**src/rtl/softmax_pkg.sv**
```systemverilog
// Shared constants and state encoding for the safe-softmax normalizer.
// Values are Q2.13: sign, 2 integer bits, 13 fraction bits.
package softmax_pkg;

    localparam int          FRAC_W      = 13;
    localparam logic [15:0] ONE_Q       = 16'h2000;
    localparam int          RECIP_SHIFT = 28;
    localparam int          OUT_SHIFT   = 15;
    localparam int          DIV_CYCLES  = 16;

    typedef enum logic [1:0] {
        LOAD,
        DIV,
        OUT
    } state_t;

endpackage

```
**src/rtl/recip_div_seq.sv**
```systemverilog
// Sequential restoring divider: quotient = floor(2^RECIP_SHIFT / divisor).
// It produces one quotient bit per cycle, MSB first, and pulses done after DIV_CYCLES steps.
module recip_div_seq
    import softmax_pkg::*;
#(
    parameter int SUM_W = 18
) (
    input  logic             clk,
    input  logic             rst_n,
    input  logic             start,
    input  logic [SUM_W-1:0] divisor,
    output logic             done,
    output logic [15:0]      quotient
);

    localparam int CNT_W = $clog2(DIV_CYCLES);

    // The upper dividend bits seed the remainder. This is valid because divisor >= 2^13 > 2^12.
    localparam logic [SUM_W-1:0] REM_INIT = SUM_W'(1) << (RECIP_SHIFT - DIV_CYCLES);

    logic [SUM_W-1:0] rem;
    logic [SUM_W-1:0] dvs;
    logic [SUM_W:0]   shifted;
    logic             fits;
    logic [CNT_W-1:0] cnt;
    logic             busy;

    assign shifted = {rem, 1'b0};
    assign fits    = shifted >= {1'b0, dvs};

    always_ff @(posedge clk or negedge rst_n) begin
        if (!rst_n) begin
            rem      <= '0;
            dvs      <= '0;
            cnt      <= '0;
            busy     <= 1'b0;
            done     <= 1'b0;
            quotient <= '0;
        end else begin
            done <= 1'b0;
            if (start) begin
                rem      <= REM_INIT;
                dvs      <= divisor;
                cnt      <= '0;
                busy     <= 1'b1;
                quotient <= '0;
            end else if (busy) begin
                rem      <= fits ? SUM_W'(shifted - {1'b0, dvs}) : SUM_W'(shifted);
                quotient <= {quotient[14:0], fits};
                cnt      <= cnt + CNT_W'(1);
                if (cnt == CNT_W'(DIV_CYCLES - 1)) begin
                    busy <= 1'b0;
                    done <= 1'b1;
                end
            end
        end
    end

endmodule

```
**src/rtl/safe_softmax_norm.sv**
```systemverilog
// Buffers one row of exponent values, sums them, divides once to form a reciprocal,
// then streams out p_i = e_i * recip >> 15 in Q2.13.
module safe_softmax_norm
    import softmax_pkg::*;
#(
    parameter int D_W     = 16,
    parameter int SEQ_LEN = 4,
    parameter int SUM_W   = D_W + $clog2(SEQ_LEN)
) (
    input  logic           I_CLK,
    input  logic           I_RST_N,
    input  logic           I_VALID,
    output logic           O_READY,
    input  logic [D_W-1:0] I_DATA,
    output logic           O_VALID,
    input  logic           I_READY,
    output logic [D_W-1:0] O_DATA,
    output logic           O_LAST,
    output logic           O_ERR,
    output logic           O_BUSY
);

    localparam int               IDX_W    = $clog2(SEQ_LEN);
    localparam logic [IDX_W-1:0] LAST_IDX = IDX_W'(SEQ_LEN - 1);

    state_t           state;
    state_t           state_next;
    logic [IDX_W-1:0] in_cnt;
    logic [IDX_W-1:0] out_idx;
    logic [SUM_W-1:0] sum;
    logic [SUM_W-1:0] sum_next;
    logic [SUM_W-1:0] divisor;
    logic [D_W-1:0]   data_mag;
    logic [D_W-1:0]   recip;
    logic [D_W-1:0]   row_buf [SEQ_LEN];
    logic [2*D_W-1:0] product;
    logic [15:0]      quotient;
    logic             accept;
    logic             last_in;
    logic             out_fire;
    logic             underflow;
    logic             div_done;
    logic             err;

    // Negative exponents are clamped to zero both in the sum and in the stored value.
    assign data_mag  = I_DATA[D_W-1] ? '0 : {1'b0, I_DATA[D_W-2:0]};
    assign accept    = I_VALID && (state == LOAD);
    assign last_in   = accept && (in_cnt == LAST_IDX);
    assign sum_next  = sum + SUM_W'(data_mag);
    assign underflow = sum_next < SUM_W'(ONE_Q);
    assign divisor   = underflow ? SUM_W'(ONE_Q) : sum_next;
    assign out_fire  = (state == OUT) && I_READY;

    recip_div_seq #(
        .SUM_W(SUM_W)
    ) u_div (
        .clk     (I_CLK),
        .rst_n   (I_RST_N),
        .start   (last_in),
        .divisor (divisor),
        .done    (div_done),
        .quotient(quotient)
    );

    always_ff @(posedge I_CLK) begin
        if (accept) begin
            row_buf[in_cnt] <= data_mag;
        end
    end

    always_ff @(posedge I_CLK or negedge I_RST_N) begin
        if (!I_RST_N) begin
            state   <= LOAD;
            in_cnt  <= '0;
            out_idx <= '0;
            sum     <= '0;
            recip   <= '0;
            err     <= 1'b0;
        end else begin
            state <= state_next;
            if (accept) begin
                sum    <= sum_next;
                in_cnt <= last_in ? '0 : in_cnt + IDX_W'(1);
                if (last_in) begin
                    err <= underflow;
                end
            end
            if (div_done) begin
                recip <= quotient;
            end
            if (out_fire) begin
                if (out_idx == LAST_IDX) begin
                    out_idx <= '0;
                    sum     <= '0;
                    err     <= 1'b0;
                end else begin
                    out_idx <= out_idx + IDX_W'(1);
                end
            end
        end
    end

    always_comb begin
        state_next = state;
        O_READY    = 1'b0;
        O_VALID    = 1'b0;
        case (state)
            LOAD: begin
                O_READY = 1'b1;
                if (last_in) state_next = DIV;
            end
            DIV: begin
                if (div_done) state_next = OUT;
            end
            OUT: begin
                O_VALID = 1'b1;
                if (out_fire && (out_idx == LAST_IDX)) state_next = LOAD;
            end
            default: state_next = LOAD;
        endcase
    end

    // Outputs depend only on registers, so a stall keeps them stable.
    assign product = row_buf[out_idx] * recip;
    assign O_DATA  = D_W'(product >> OUT_SHIFT);
    assign O_LAST  = (state == OUT) && (out_idx == LAST_IDX);
    assign O_ERR   = err;
    assign O_BUSY  = !((state == LOAD) && (in_cnt == '0));

endmodule

```
**config.mk**
```make
export PLATFORM = sky130hd
export DESIGN_NAME = safe_softmax_norm
export DESIGN_NICKNAME = d
export VERILOG_FILES = /design/src/rtl/softmax_pkg.sv /design/src/rtl/recip_div_seq.sv /design/src/rtl/safe_softmax_norm.sv
export SDC_FILE = /design/constraint.sdc
export NUM_CORES = 1
export LEC_CHECK = 0
export BUFFER_PORTS_ARGS = -buffer_cell sky130_fd_sc_hd__buf_2
export CORE_MARGIN = 2
export CORE_UTILIZATION = 30
export DETAILED_ROUTE_END_ITERATION = 8
export RECOVER_POWER = 100
export SETUP_SLACK_MARGIN = 0.4
export SYNTH_ARGS = -nofsm -noshare
export SYNTH_HDL_FRONTEND = slang
export SYNTH_SLANG_ARGS = --single-unit
```
**constraint.sdc**
```tcl
create_clock -name I_CLK -period 21.5 [get_ports I_CLK]
set_clock_uncertainty 0.1 [all_clocks]
set_input_delay 2.15 -clock I_CLK [delete_from_list [all_inputs] [get_ports I_CLK]]
set_output_delay 2.15 -clock I_CLK [all_outputs]
set_load 0.1 [all_outputs]
```
# [Word level (Yosys, flattened, before mapping)]
# Memories as Yosys holds them, arrays and structs flattened.
# Index checks and enable logic that the tools add are counted.
# W data, S select, Z words.
[totals] ff_bits=99 ramBits=60 in_bits=20 out_inout_bits=21 elab_cells=72 memories=1
[op_classes] add_sub_neg=5 n_mul=1 magnitude_cmp=2 eq_ne=8 n_mux=32 n_reduce_logical=11
[mem_list] name="row_buf" depth=4 word_bits=15 read_ports=1 rd_clocked_by_memory_dff=0 write_ports=1 line="safe_softmax_norm.sv:35" text="logic [D_W-1:0] row_buf [SEQ_LEN];"
[ops] operator="$mux W18" n=7
[ops] operator="$mux W16" n=2
[ops] operator="$mul A16 B16 Y31" n=1
[ops] operator="$ge A19 B18 Y1" n=1
[ops] operator="$add A18 B15 Y18" n=1
[ops] operator="$lt A18 B14 Y1 const B" n=1
[ops] operator="$sub A18 B18 Y18" n=1
[ops] operator="$mux W15" n=1
[ops] operator="$mux W1" n=14
[ops] operator="$mux W2" n=5
[ops] operator="$mux W4" n=2
[ops] operator="$eq A2 B2 Y1 const B" n=3
[ops] operator="$logic_and A1 B1 Y1" n=6
[ops] operator="$pmux W2 S3" n=1
[ops] operator="$add A2 B1 Y2 const B" n=2
[ops] operator="$add A4 B1 Y4 const B" n=1
[ops] operator="$eq A4 B4 Y1 const B" n=1
[ops] operator="$logic_not A2 Y1" n=2
[ops] operator="$ne A2 B2 Y1 const B" n=2
[ops] operator="$reduce_and A3 Y1" n=1
[ops] operator="$eq A2 B1 Y1 const B" n=1
[ops] operator="$ne A2 B1 Y1 const B" n=1
[ops] operator="$reduce_bool A2 Y1" n=1
[ops] operator="$logic_not A1 Y1" n=1

# [Longest topological paths before layout]
[logic_depth] ltp_word=7 mapped_depth=26 mapped_depth_nobuf=24

# [Hierarchy]
# From an unflattened synthesis, not the netlist that was laid out.
[hier_totals] cells_unflattened=1636 area_unflattened_um2=16001.6
[modules_own_cells] mod="safe_softmax_norm" instances=1 cells_each=1253 area_each_um2=12517.0 seq_area_each_um2=2827.7
[modules_own_cells] mod="recip_div_seq" instances=1 cells_each=383 area_each_um2=3484.6 seq_area_each_um2=1451.4

# [Least setup slack after synthesis]
# OpenSTA, ideal clock, no wires.
[synth_path] path_kind="reg-to-output" start="register out_idx[0]" end="output O_DATA[15]" arrival_time_ps=8475 required_ps=19250 setup_slack_ps=10775 path_stages_with_launch=25 path_buffers=3 cell_sequence="dfrtp_1 > buf_6 > buf_1 > mux4_2 > clkbuf_1 > nand2_1 > fa_1 > fa_1 > fa_1 > inv_1 > fa_1 > fa_1 > inv_1 > fa_1 > inv_1 > ha_1 > a211oi_1 > o211ai_1 > a221oi_1 > a311oi_2 > o211ai_1 > a311oi_2 > a31oi_1 > o21bai_1 > xnor2_1"
[synth_between] elab_chain_cells=2
[synth_rtl] element="from (decl)" line="safe_softmax_norm.sv:29" text="logic [IDX_W-1:0] out_idx;"
[synth_rtl] element="from (signal assigned)" line="safe_softmax_norm.sv:97" text="out_idx <= out_idx + IDX_W'(1);"
[synth_rtl] element="$mem_v2 Z4 W15"
[synth_rtl] element="$mul A16 B16 Y31" line="safe_softmax_norm.sv:124" text="assign product = row_buf[out_idx] * recip;"
[synth_rtl] element="to (decl)" line="safe_softmax_norm.sv:17" text="output logic [D_W-1:0] O_DATA,"
# No other way between the ends.

# [Worst setup path after layout]
# Same ends and word-level chain as after synthesis.

==> impl_metrics.yaml <==
global_route:
  first_global_vias: 11800
  grt-ovfl-total: 0
  antenna_found_initial: 0
  grt_pass1_wl_um: 59000
  track_usage_pct: 13.6
  grt_max_degree: 75
sta:
  drv_slew: 189
  setup_viol: 0
  finalCritPeriodShare_pct: 55.5
  max_freq_mhz: 83.8
  finalHoldViolCount: 0
  rsz0062_at_grt: "no"
  fin_tns_setup_ns: 0
  tightest_slew_ns: 4.04
  slew_headroom_pct: -169
  final.setup.worst_slack_ns: 9.57
  period_minus_slack_ns: 11.93
outcome:
  failed_checks: "max-capacitance violations, max-slew violations"
  status: "finished with violations"
finish:
  final_cells: 2253
  nNetsFinal: 1900
  antenna_cells: 0
  fillers: 5326
  syn2layout_area_growth_pct: 8.53
  drive_above_1_share_pct: 5.79
routing:
  num_vias: 10600
  wl_per_cell_um: 15.2
  drtIter0Drc: 584
  routed_wl_um: 34300
  firstDrtPassIters: 6
  drc: 0
  vias_per_cell: 4.72
  ant_nets: 0
worst_setup_path:
  cpPeakStageDelay_ns: 1.02
  cpLargestDelayFamily: "adder cells"
  crit_fanout: 18
  cp_cell_sequence: "mux4_2 -> and2_1 -> fa_1 -> inv_1 -> fa_1 -> fa_1 -> inv_1 -> fa_1 -> fa_1 -> inv_1 -> fa_1 -> inv_1 -> ha_1 -> nand4_1 -> a211oi_1 -> a221oi_1 -> a311oi_1 -> o211ai_1 -> a311oi_2 -> a31oi_1 -> o21bai_1 -> xnor2_1 -> clkbuf_1"
  cp-start-kind: "register"
  crit_arrival_ns: 9.68
  crit_type: "reg -> out"
  crit_path_top_delay_cell: "dfrtp_1"
  cp_num_buf_inv: 5
  cp-end-kind: "output port"
  required_ns: 19.25
  crit_top_cell: "fa_1"
place:
  dpl.hpwl_um: 25900
  place_congestion: 0.844
  pre_cts_ws_ns: 10.66
  dp.cells: 2221
  portBuffers: 40
synth:
  synthArstFlopShare_pct: 62.3
  yosysWarnings: 0
  syn_nets: 1898
  synth_edf_count: 60
  syn_area_mm2: 0.0156
  ys_types: 64
  ys.flop_type: "dfrtp_1"
  ys_ff_latch: 159
  syn_inst: 1558
  ys_seq_area_share_pct: 27.5
  synth.avg_cell_area_um2: 10.0
job:
  max_cap_viol_count: 4
worst_hold_path:
  worst_hold_path_type: "reg -> reg"
clock_tree:
  clk_latency_ns: 0.44
  cts_buffers: 17
  htreeDepth: 4
  post_cts_buffers: 0
  cts_tree: "built"
  cts.sinks: 159
  cts_max_path_buffers: 2
  cts.clk_slew.worst_paths_ns: 0.06
  post_cts_resized: 0
  cts_hold_buf: 0
  root_buffer: "clkbuf_16"
floorplanning:
  dieArea_mm2: 0.0537
  die_w_um: 232
  num_rows: 83
  die_h_um: 232
  start_util_pct: 30.4
  core_mm2: 0.0513
  io_pins: 41
-- synthesized netlist by cell type (all sizes together), types with 3 or more instances --
library cell	number	area (µm²)
inv	252	946
nand2	209	785
fa	181	3620
ha	139	1740
and2	114	713
dfrtp	99	2480
a21oi	63	323
edfxtp	60	1800
nor2	55	206
clkbuf	49	184
o21ai	35	175
mux2i	32	320
xnor2	32	280
a21o	22	165
nor2b	22	138
mux2	18	203
nor3	16	80.1
mux4	15	338
xor2	15	131
a211oi	11	82.6
a31oi	11	68.8
nand3	11	55.1
buf	10	56.3
and3	9	56.3
nand4	8	50.1
o21bai	8	60.1
nand2b	6	37.5
o211ai	6	45.0
a21boi	5	37.5
nand3b	3	22.5
nor3b	3	22.5
nor4	3	18.8
or3	3	18.8
-- flip-flops by register name (all words and copies together), names as in the netlist --
signal          cells
O_ERR               1
in_cnt              2
out_idx             2
recip              16
row_buf            60
state               2
sum                18
u_div.busy          1
u_div.cnt           4
u_div.done          1
u_div.dvs          18
u_div.quotient     16
u_div.rem          18
-- area by class of cell --
class                      count  area (µm²)  share of cell area [%]
clock buffer                  17         425                    2.52
clock inverter                15         149                   0.881
inverter                     253         950                    5.62
multi-input combinational   1084       10100                    59.5
sequential                   159        4280                    25.3
tap                          680         851                    5.03
timing repair buffer          45         193                    1.14
-- cells in the final DEF, fill, tap and decap left out, types with 11 or more instances in the layout --
cell / n
inv_1: 252
nand2_1: 209
fa_1: 181
ha_1: 139
and2_1: 113
dfrtp_1: 98
a21oi_1: 62
edfxtp_1: 60
nor2_1: 55
o21ai_0: 34
xnor2_1: 32
mux2i_1: 32
clkbuf_1: 28
nor2b_1: 22
a21o_1: 22
mux2_2: 18
clkbuf_16: 17
nor3_1: 16
buf_2: 16
mux4_2: 15
xor2_1: 15
a211oi_1: 11
nand3_1: 11
-- layer usage --
layer,part of all wire [%],GRT usage [%],vias to the layer above
met2,52,24.9,147
met1,44,16.8,5427
met4,1.8,3.83,0
met5,0,0,-
li1,-,-,5020
met3,2.5,1.66,48
-- logic make-up (layout without fill, tap and decap cells) --
group           Yosys count  in the layout  share of synthesized area [%]
xor+xnor                 47             47                           2.64
compound gates          185            185                           7.68
mux                      65             65                           5.53
buf+inv                 315            330                           7.82
fa+ha+maj               320            320                           34.4
flops                   159            159                           27.5
simple gates            467            467                           14.4
-- worst paths after layout --
check	start	slack, ns	to	cells past startpoint
min in group asynchronous	I_RST_N	1.93	u_div.cnt[0]	1
max	out_idx[0]	9.57	O_DATA[15]	23
max reg2reg	sum[0]	15.48	u_div.dvs[13]	11
max in group asynchronous	I_RST_N	14.60	u_div.busy	2
min reg2reg	u_div.dvs[15]	0.38	u_div.dvs[15]	2
min	u_div.dvs[15]	0.38	u_div.dvs[15]	2
-- per-stage QoR --
step / area (µm²) / utilization [%] / hold WS, ns
2_1_floorplan: 15600 / - / 0.350
3_3_place_gp: 16400 / 32.0 / 0.372
3_5_place_dp: 16400 / 32.0 / 0.372
4_1_cts: 17000 / 33.1 / 0.387
5_1_grt: 16900 / 32.9 / 0.421
6_report: 16900 / 32.9 / 0.385
-- worst min-delay path, stage by stage (launching register included) --
cell	delay [ns]
dfrtp_1	0.34
nand2_1	0.05
o21ai_0	0.06
Power is not shown: default switching activity piles up to over one toggle a cycle in this logic, so the estimate is an artifact.
